## src/rtl/width_pkg.sv

```systemverilog
`default_nettype none
// ============================================================================
// Module  : width_pkg
// Brief   : Shared states, mode codes and the narrow->wide zero-extend helper
//           for the width_gearbox stream converter.
// Revision: 1.0
// ============================================================================
package width_pkg;

    typedef enum logic [1:0] {
        S_EMPTY = 2'd0,
        S_ONE   = 2'd1,
        S_TWO   = 2'd2
    } gb_state_e;

    localparam logic MODE_DOWN = 1'b0;
    localparam logic MODE_UP   = 1'b1;

    // Widest narrow lane the helper can carry; callers cast down to their width.
    localparam int GB_MAX_W = 64;

    function automatic logic [2*GB_MAX_W-1:0] zext_narrow(
        input logic [GB_MAX_W-1:0] narrow,
        input int                  width
    );
        logic [GB_MAX_W-1:0] mask;
        mask = (GB_MAX_W'(1) << width) - GB_MAX_W'(1);
        return {{GB_MAX_W{1'b0}}, narrow & mask};
    endfunction

endpackage
`default_nettype wire

```

## src/rtl/gb_lane_sel.sv

```systemverilog
`default_nettype none
// ============================================================================
// Module  : gb_lane_sel
// Brief   : Picks first/second narrow half of a wide word (zero-extended) and
//           places an incoming narrow beat into the first/second half.
// Revision: 1.0
// ============================================================================
module gb_lane_sel
    import width_pkg::*;
#(
    parameter int NARROW_W  = 4,
    parameter bit LSB_FIRST = 1'b1
) (
    input  logic [2*NARROW_W-1:0] i_word,
    input  logic [NARROW_W-1:0]   i_beat,
    output logic [2*NARROW_W-1:0] o_first,
    output logic [2*NARROW_W-1:0] o_second,
    output logic [2*NARROW_W-1:0] o_beat_first,
    output logic [2*NARROW_W-1:0] o_beat_second
);
    localparam int WIDE_W = 2 * NARROW_W;

    function automatic logic [WIDE_W-1:0] zx(input logic [NARROW_W-1:0] v);
        return WIDE_W'(zext_narrow(GB_MAX_W'(v), NARROW_W));
    endfunction

    logic [NARROW_W-1:0] w_lo;
    logic [NARROW_W-1:0] w_hi;
    logic [WIDE_W-1:0]   w_beat_lo;
    logic [WIDE_W-1:0]   w_beat_hi;

    assign w_lo      = i_word[NARROW_W-1:0];
    assign w_hi      = i_word[WIDE_W-1:NARROW_W];
    assign w_beat_lo = zx(i_beat);
    assign w_beat_hi = {i_beat, {NARROW_W{1'b0}}};

    generate
        if (LSB_FIRST) begin : g_lsb_first
            assign o_first       = zx(w_lo);
            assign o_second      = zx(w_hi);
            assign o_beat_first  = w_beat_lo;
            assign o_beat_second = w_beat_hi;
        end else begin : g_msb_first
            assign o_first       = zx(w_hi);
            assign o_second      = zx(w_lo);
            assign o_beat_first  = w_beat_hi;
            assign o_beat_second = w_beat_lo;
        end
    endgenerate

endmodule
`default_nettype wire

```

## src/rtl/width_gearbox.sv

```systemverilog
`default_nettype none
// ============================================================================
// Module  : width_gearbox
// Brief   : Narrow <-> 2x-wide stream width converter with valid/ready on both
//           sides. Define WIDTH_GEARBOX_CNT_EN to add the xfer_cnt port.
// Revision: 1.0
// ============================================================================
module width_gearbox
    import width_pkg::*;
#(
    parameter int NARROW_W  = 4,
    parameter bit LSB_FIRST = 1'b1
) (
    input  logic                  clk,
    input  logic                  rst,
    input  logic                  mode,
    input  logic                  flush,
    output logic                  busy,
    input  logic                  s_valid,
    output logic                  s_ready,
    input  logic [2*NARROW_W-1:0] s_data,
    output logic                  m_valid,
    input  logic                  m_ready,
    output logic [2*NARROW_W-1:0] m_data
`ifdef WIDTH_GEARBOX_CNT_EN
    ,
    output logic [15:0]           xfer_cnt
`endif
);
    localparam int WIDE_W = 2 * NARROW_W;

    gb_state_e         state_q, state_d;
    logic              mode_q, mode_d;
    logic [WIDE_W-1:0] buf_q, buf_d;

    logic [WIDE_W-1:0] w_first;
    logic [WIDE_W-1:0] w_second;
    logic [WIDE_W-1:0] w_beat_first;
    logic [WIDE_W-1:0] w_beat_second;

    gb_lane_sel #(
        .NARROW_W  (NARROW_W),
        .LSB_FIRST (LSB_FIRST)
    ) u_lane_sel (
        .i_word        (buf_q),
        .i_beat        (s_data[NARROW_W-1:0]),
        .o_first       (w_first),
        .o_second      (w_second),
        .o_beat_first  (w_beat_first),
        .o_beat_second (w_beat_second)
    );

    assign busy = (state_q != S_EMPTY);

    always_comb begin
        state_d = state_q;
        mode_d  = mode_q;
        buf_d   = buf_q;
        s_ready = 1'b0;
        m_valid = 1'b0;
        m_data  = '0;
        case (state_q)
            S_EMPTY: begin
                // Outside S_EMPTY the captured mode governs; here the live pin does.
                mode_d  = mode;
                s_ready = 1'b1;
                if (s_valid) begin
                    if (mode == MODE_DOWN) begin
                        buf_d   = s_data;
                        state_d = S_TWO;
                    end else begin
                        buf_d   = w_beat_first;
                        state_d = S_ONE;
                    end
                end
            end
            S_ONE: begin
                if (mode_q == MODE_DOWN) begin
                    m_valid = 1'b1;
                    m_data  = w_second;
                    s_ready = m_ready;
                    if (m_ready) begin
                        if (s_valid) begin
                            buf_d   = s_data;
                            state_d = S_TWO;
                        end else begin
                            state_d = S_EMPTY;
                        end
                    end
                end else begin
                    s_ready = 1'b1;
                    // The second half is already zero, so a flush just closes the word.
                    if (s_valid) begin
                        buf_d   = buf_q | w_beat_second;
                        state_d = S_TWO;
                    end else if (flush) begin
                        state_d = S_TWO;
                    end
                end
            end
            S_TWO: begin
                m_valid = 1'b1;
                if (mode_q == MODE_DOWN) begin
                    m_data = w_first;
                    if (m_ready) begin
                        state_d = S_ONE;
                    end
                end else begin
                    m_data  = buf_q;
                    s_ready = m_ready;
                    if (m_ready) begin
                        if (s_valid) begin
                            buf_d   = w_beat_first;
                            state_d = S_ONE;
                        end else begin
                            state_d = S_EMPTY;
                        end
                    end
                end
            end
            default: begin
                state_d = S_EMPTY;
            end
        endcase
    end

    always_ff @(posedge clk or posedge rst) begin
        if (rst) begin
            state_q <= S_EMPTY;
            mode_q  <= MODE_DOWN;
            buf_q   <= '0;
        end else begin
            state_q <= state_d;
            mode_q  <= mode_d;
            buf_q   <= buf_d;
        end
    end

`ifdef WIDTH_GEARBOX_CNT_EN
    logic        w_eff_mode;
    logic        w_word_xfer;
    logic [15:0] cnt_q, cnt_d;

    // Wide side is the source in down mode and the sink in up mode.
    assign w_eff_mode  = (state_q == S_EMPTY) ? mode : mode_q;
    assign w_word_xfer = (w_eff_mode == MODE_DOWN) ? (s_valid && s_ready)
                                                   : (m_valid && m_ready);

    always_comb begin
        cnt_d = cnt_q + 16'(w_word_xfer);
    end

    always_ff @(posedge clk or posedge rst) begin
        if (rst) begin
            cnt_q <= '0;
        end else begin
            cnt_q <= cnt_d;
        end
    end

    assign xfer_cnt = cnt_q;
`endif

endmodule
`default_nettype wire

```

## config.mk

```make
export PLATFORM = sky130hd
export DESIGN_NAME = width_gearbox
export DESIGN_NICKNAME = d
export VERILOG_FILES = /design/src/rtl/width_pkg.sv /design/src/rtl/gb_lane_sel.sv /design/src/rtl/width_gearbox.sv
export SDC_FILE = /design/constraint.sdc
export NUM_CORES = 1
export LEC_CHECK = 0
export ABC_AREA = 1
export BUFFER_PORTS_ARGS = -buffer_cell sky130_fd_sc_hd__clkbuf_2
export CORE_MARGIN = 3
export CORE_UTILIZATION = 55
export CTS_CLUSTER_SIZE = 30
export DETAILED_ROUTE_END_ITERATION = 16
export PLACE_DENSITY = 0.83
export SETUP_SLACK_MARGIN = 0.4
export SLEW_MARGIN = 20
export SYNTH_ARGS = -nofsm -noshare
export SYNTH_HDL_FRONTEND = slang
export SYNTH_SLANG_ARGS = --single-unit
```

## constraint.sdc

```tcl
create_clock -name clk -period 3.1 [get_ports clk]
set_input_delay 0.31 -clock clk [delete_from_list [all_inputs] [get_ports clk]]
set_output_delay 0.31 -clock clk [all_outputs]
set_load 0.005 [all_outputs]
```

# After elaboration in Yosys (flattened, before gate mapping)
# Index checks and enable logic that the tools add are counted.
# word_totals
ff_bits	11
inputBits	14
word_cells	49
# op_classes
eq_ne	10
n_mux	30
bitwise_logic	1
reduce_logical	5
# ops
op	count
two-way mux 8 bit	10
case mux 8 bit (3 select lines)	1
two-way mux 2 bit	10
case mux 8 bit (2 select lines)	1
!= test 3 bit, second input constant	3
!= test 2 bit, second input constant	4
bitwise OR 8 bit	1
AND reduction 8 bit	1
case mux 2 bit (3 select lines)	1
two-way mux 1 bit	4
two-way mux 4 bit	1
!= test 4 bit, second input constant	1
AND reduction 4 bit	1
case mux 1 bit (3 select lines)	1
nonzero test 3 bit	1
== test 2 x 1 -> 1 bit, second input constant	1
== test 2 bit, second input constant	1
zero test 2 bit	1
case mux 1 bit (2 select lines)	1
nonzero test 2 bit	1

# Depth between registers and ports, before layout
# logic_depth
ltp_word	4
ltp_mapped	10

# Cells and area by module
# From an unflattened synthesis, not the netlist that was laid out.
# hier_totals
hier_cells	262
area_unflattened_um2	1584.0
# by_module_without_submodules
module	instances	cells_each	area_per_inst_um2	seq_area_each_um2
width_gearbox	1	229	1340.0	275.3
gb_lane_sel	1	33	244.0	0.0

# Least setup slack after synthesis
# Ideal clock, no wire load.
# synth_timing
path_kind	flip-flop to output port
start	register state_q[0]
end	output m_data[0]
t_arrival_ps	1188
required_ps	2790
path_slack_ps	1602
stages_incl_launch_ff	6
n_path_buf	1
cell_sequence	dfrtp_1 inv_1 ha_1 buf_2 nand2_1 o21ai_0
# synth_between
elab_chain_cells	2
# synth_lines
item	line	rtl
start, declared	width_gearbox.sv:32	gb_state_e state_q, state_d;
start signal, assigned	width_gearbox.sv:133	state_q <= state_d;
== test 2 bit / == test 2 x 1 -> 1 bit (equally long branches)	width_gearbox.sv:62	case (state_q)
case mux 8 bit (2 select lines) (*)	width_gearbox.sv:62	
end, declared	width_gearbox.sv:24	output logic [2*NARROW_W-1:0] m_data
# Mark *: on every way between the ends. The rest lies on a longest branch, timed or not.

# Worst setup path in the final report
# layout_timing
start	register state_q[0]
end	output m_data[1]
# Same word-level chain as after synthesis.

==> flow_summary.toml <==
[synth]
yosys_warnings = 0
synth_seq_cells = 11
synth_area_um2 = 911
synth_seq_area_share_pct = 30.2
syn-num-nets = 160
yosysUniqueCellTypes = 18
synth_cells = 140
avgSynthCellArea_um2 = 6.51

[cells_and_area]
final_nets = 188
fin_cells = 183
multi_input_area_um2 = 574
final_common_cell = "nand2_1"
seq_area_um2 = 275
final_cell_mix = "nand2_1, clkbuf_2, o21ai_0"
areaGrowthSynthToFinish_pct = 17.7
antenna_cells = 0
drive_gt1_share_pct = 23.4
fillers = 126

[placed_design]
hpwl_um = 1800
dp_slack_ps = 1400
io_buffers = 24
gp_congestion = 0.890
place_inst = 179

[global_route]
gr-usage-met2_pct = 33.2
grt_pass1_wl_um = 3510
grt_overflow = 0
track_usage_pct = 22.2
grt_use_met3_pct = 3.91
top_usage_layer = "met2"
grt_pass1_vias = 850
antenna_found_initial = 0
grt_start_max_net_pins = 12
use_met1_pct = 32.2

[floorplanning]
core_um2 = 1520
fp.dieW_um = 46.7
num_rows = 14
die_area_um2 = 2180
io_pins = 25
initial_core_util_pct = 59.8
die_h_um = 46.7

[drt]
ant_nets = 0
via_count = 973
viasPerCell = 5.32
routed_wl_um = 2240
firstDrtPassIters = 8
drc_errors = 0
wire_per_inst_um = 12.2
first_iter_violations = 27

[timing]
setup_viol_count_final = 0
slew_headroom_pct = 69.8
setup-tns-final_ps = 0
final_hold_viol_count = 0
rsz0062_at_grt = "false"
fin_ws_ps = 1060
tightest_slew_ps = 452
drv_slew = 0
final.setup_skew_ps = 3.03
max_freq_mhz = 490
min_period_ps = 2040
fin_crit_sh_pct = 65.9

[clocking]
cts_resized = 0
clock_latency_ps = 270
max-clock-path-buffers = 2
cts_inserted_buffers = 3
cts_setup_buffers = 0
hold_buffers = 0
clkTransAtPathRegs_ps = 80
clkSinkCount = 11
cts_tree = "yes"
htreeDepth = 1
cts-root-buf = "clkbuf_4"

[min_path]
hp-class = "in2async"

[critical_path]
worstPathMaxFanout = 11
crit_path_end_kind = "primary output"
crit_arrival_ps = 1730
worstPathRequired_ps = 2790
cp-start-kind = "flop"
worstSetupPathType = "reg2out"

[outcome]
status = "finished clean"

[power_and_ir_drop]
finalPower_mw = 1.03
p_leak_nw = 0.599
vdd_drop_max_mv = 0.635
power.density_nw_per_um2 = 963

[job]
maxCapViolations = 0
power breakdown:
part / switching, mW / internal [mW]
logic: 0.429 / 0.232
clock network: 0.0532 / 0.0498
registers: 0.0621 / 0.207
total: 0.544 / 0.488
stage by stage:
step           util (%)  area, um^2  hold WS, ps
4_1_cts            70.4        1070         19.0
3_5_place_dp       68.6        1050          311
6_report           70.4        1070         9.99
3_3_place_gp       68.6        1050          308
5_1_grt            70.4        1070         38.9
2_1_floorplan         -         911          162
cell type report:
| type | instances | area share (%) |
|---|---|---|
| Multi-Input combinational cell | 113 | 53.6 |
| Tap cell | 16 | 1.87 |
| Inverter | 15 | 5.25 |
| Clock buffer | 4 | 2.45 |
| Timing Repair Buffer | 24 | 11.2 |
| Sequential cell | 11 | 25.7 |
layer usage:
layer / wire [um] / vias to the layer above
met2: 1070 / 33
met3: 116 / 6
met4: 24 / 0
li1: - / 501
met1: 1030 / 433
met5: 0 / -
kinds of logic after synthesis:
family | count (synthesis) | synth area share [%]
buf+inv | 16 | 6.73
fa+ha+maj | 6 | 8.24
simple gates | 84 | 40.2
compound gates | 23 | 14.6
flops | 11 | 30.2
cells in the mapped netlist:
| master | count | area [um^2] |
|---|---|---|
| inv_1 | 13 | 48.8 |
| nor2_2 | 2 | 12.5 |
| nor2_4 | 2 | 22.5 |
| inv_2 | 1 | 3.75 |
| buf_2 | 1 | 5.00 |
| nor2_1 | 13 | 48.8 |
| ha_1 | 6 | 75.1 |
| a21boi_0 | 4 | 30.0 |
| o21ai_0 | 14 | 70.1 |
| o21ai_2 | 1 | 8.76 |
| nand2_2 | 5 | 31.3 |
| a21oi_1 | 3 | 15.0 |
| dfrtp_1 | 11 | 275 |
| a21oi_2 | 1 | 8.76 |
| or2_1 | 1 | 6.26 |
| nand3_1 | 13 | 65.1 |
| clkinv_1 | 1 | 3.75 |
| nand2_1 | 48 | 180 |
worst max-delay path, cell delays in order (launching register included):
cell and delay (ps):
dfrtp_1 420, inv_1 110, ha_1 490, nand2_1 110
o21ai_0 190, clkbuf_2 140
final timing paths:
| kind | startpoint | endpoint | slack (ps) | cells past startpoint |
|---|---|---|---|---|
| min | rst | buf_q[2] | 10 | 2 |
| max in group asynchronous | rst | buf_q[5] | 2780 | 2 |
| max reg2reg | state_q[0] | buf_q[0] | 1370 | 7 |
| min reg2reg | buf_q[2] | buf_q[2] | 490 | 2 |
| min in group clk | mode | mode_q | 340 | 3 |
| max | state_q[0] | m_data[1] | 1060 | 5 |
registers in the layout (all words and copies together), names as in the netlist:
register  count
buf_q         8
mode_q        1
state_q       2
No activity file was read; power rests on OpenSTA's default activity.
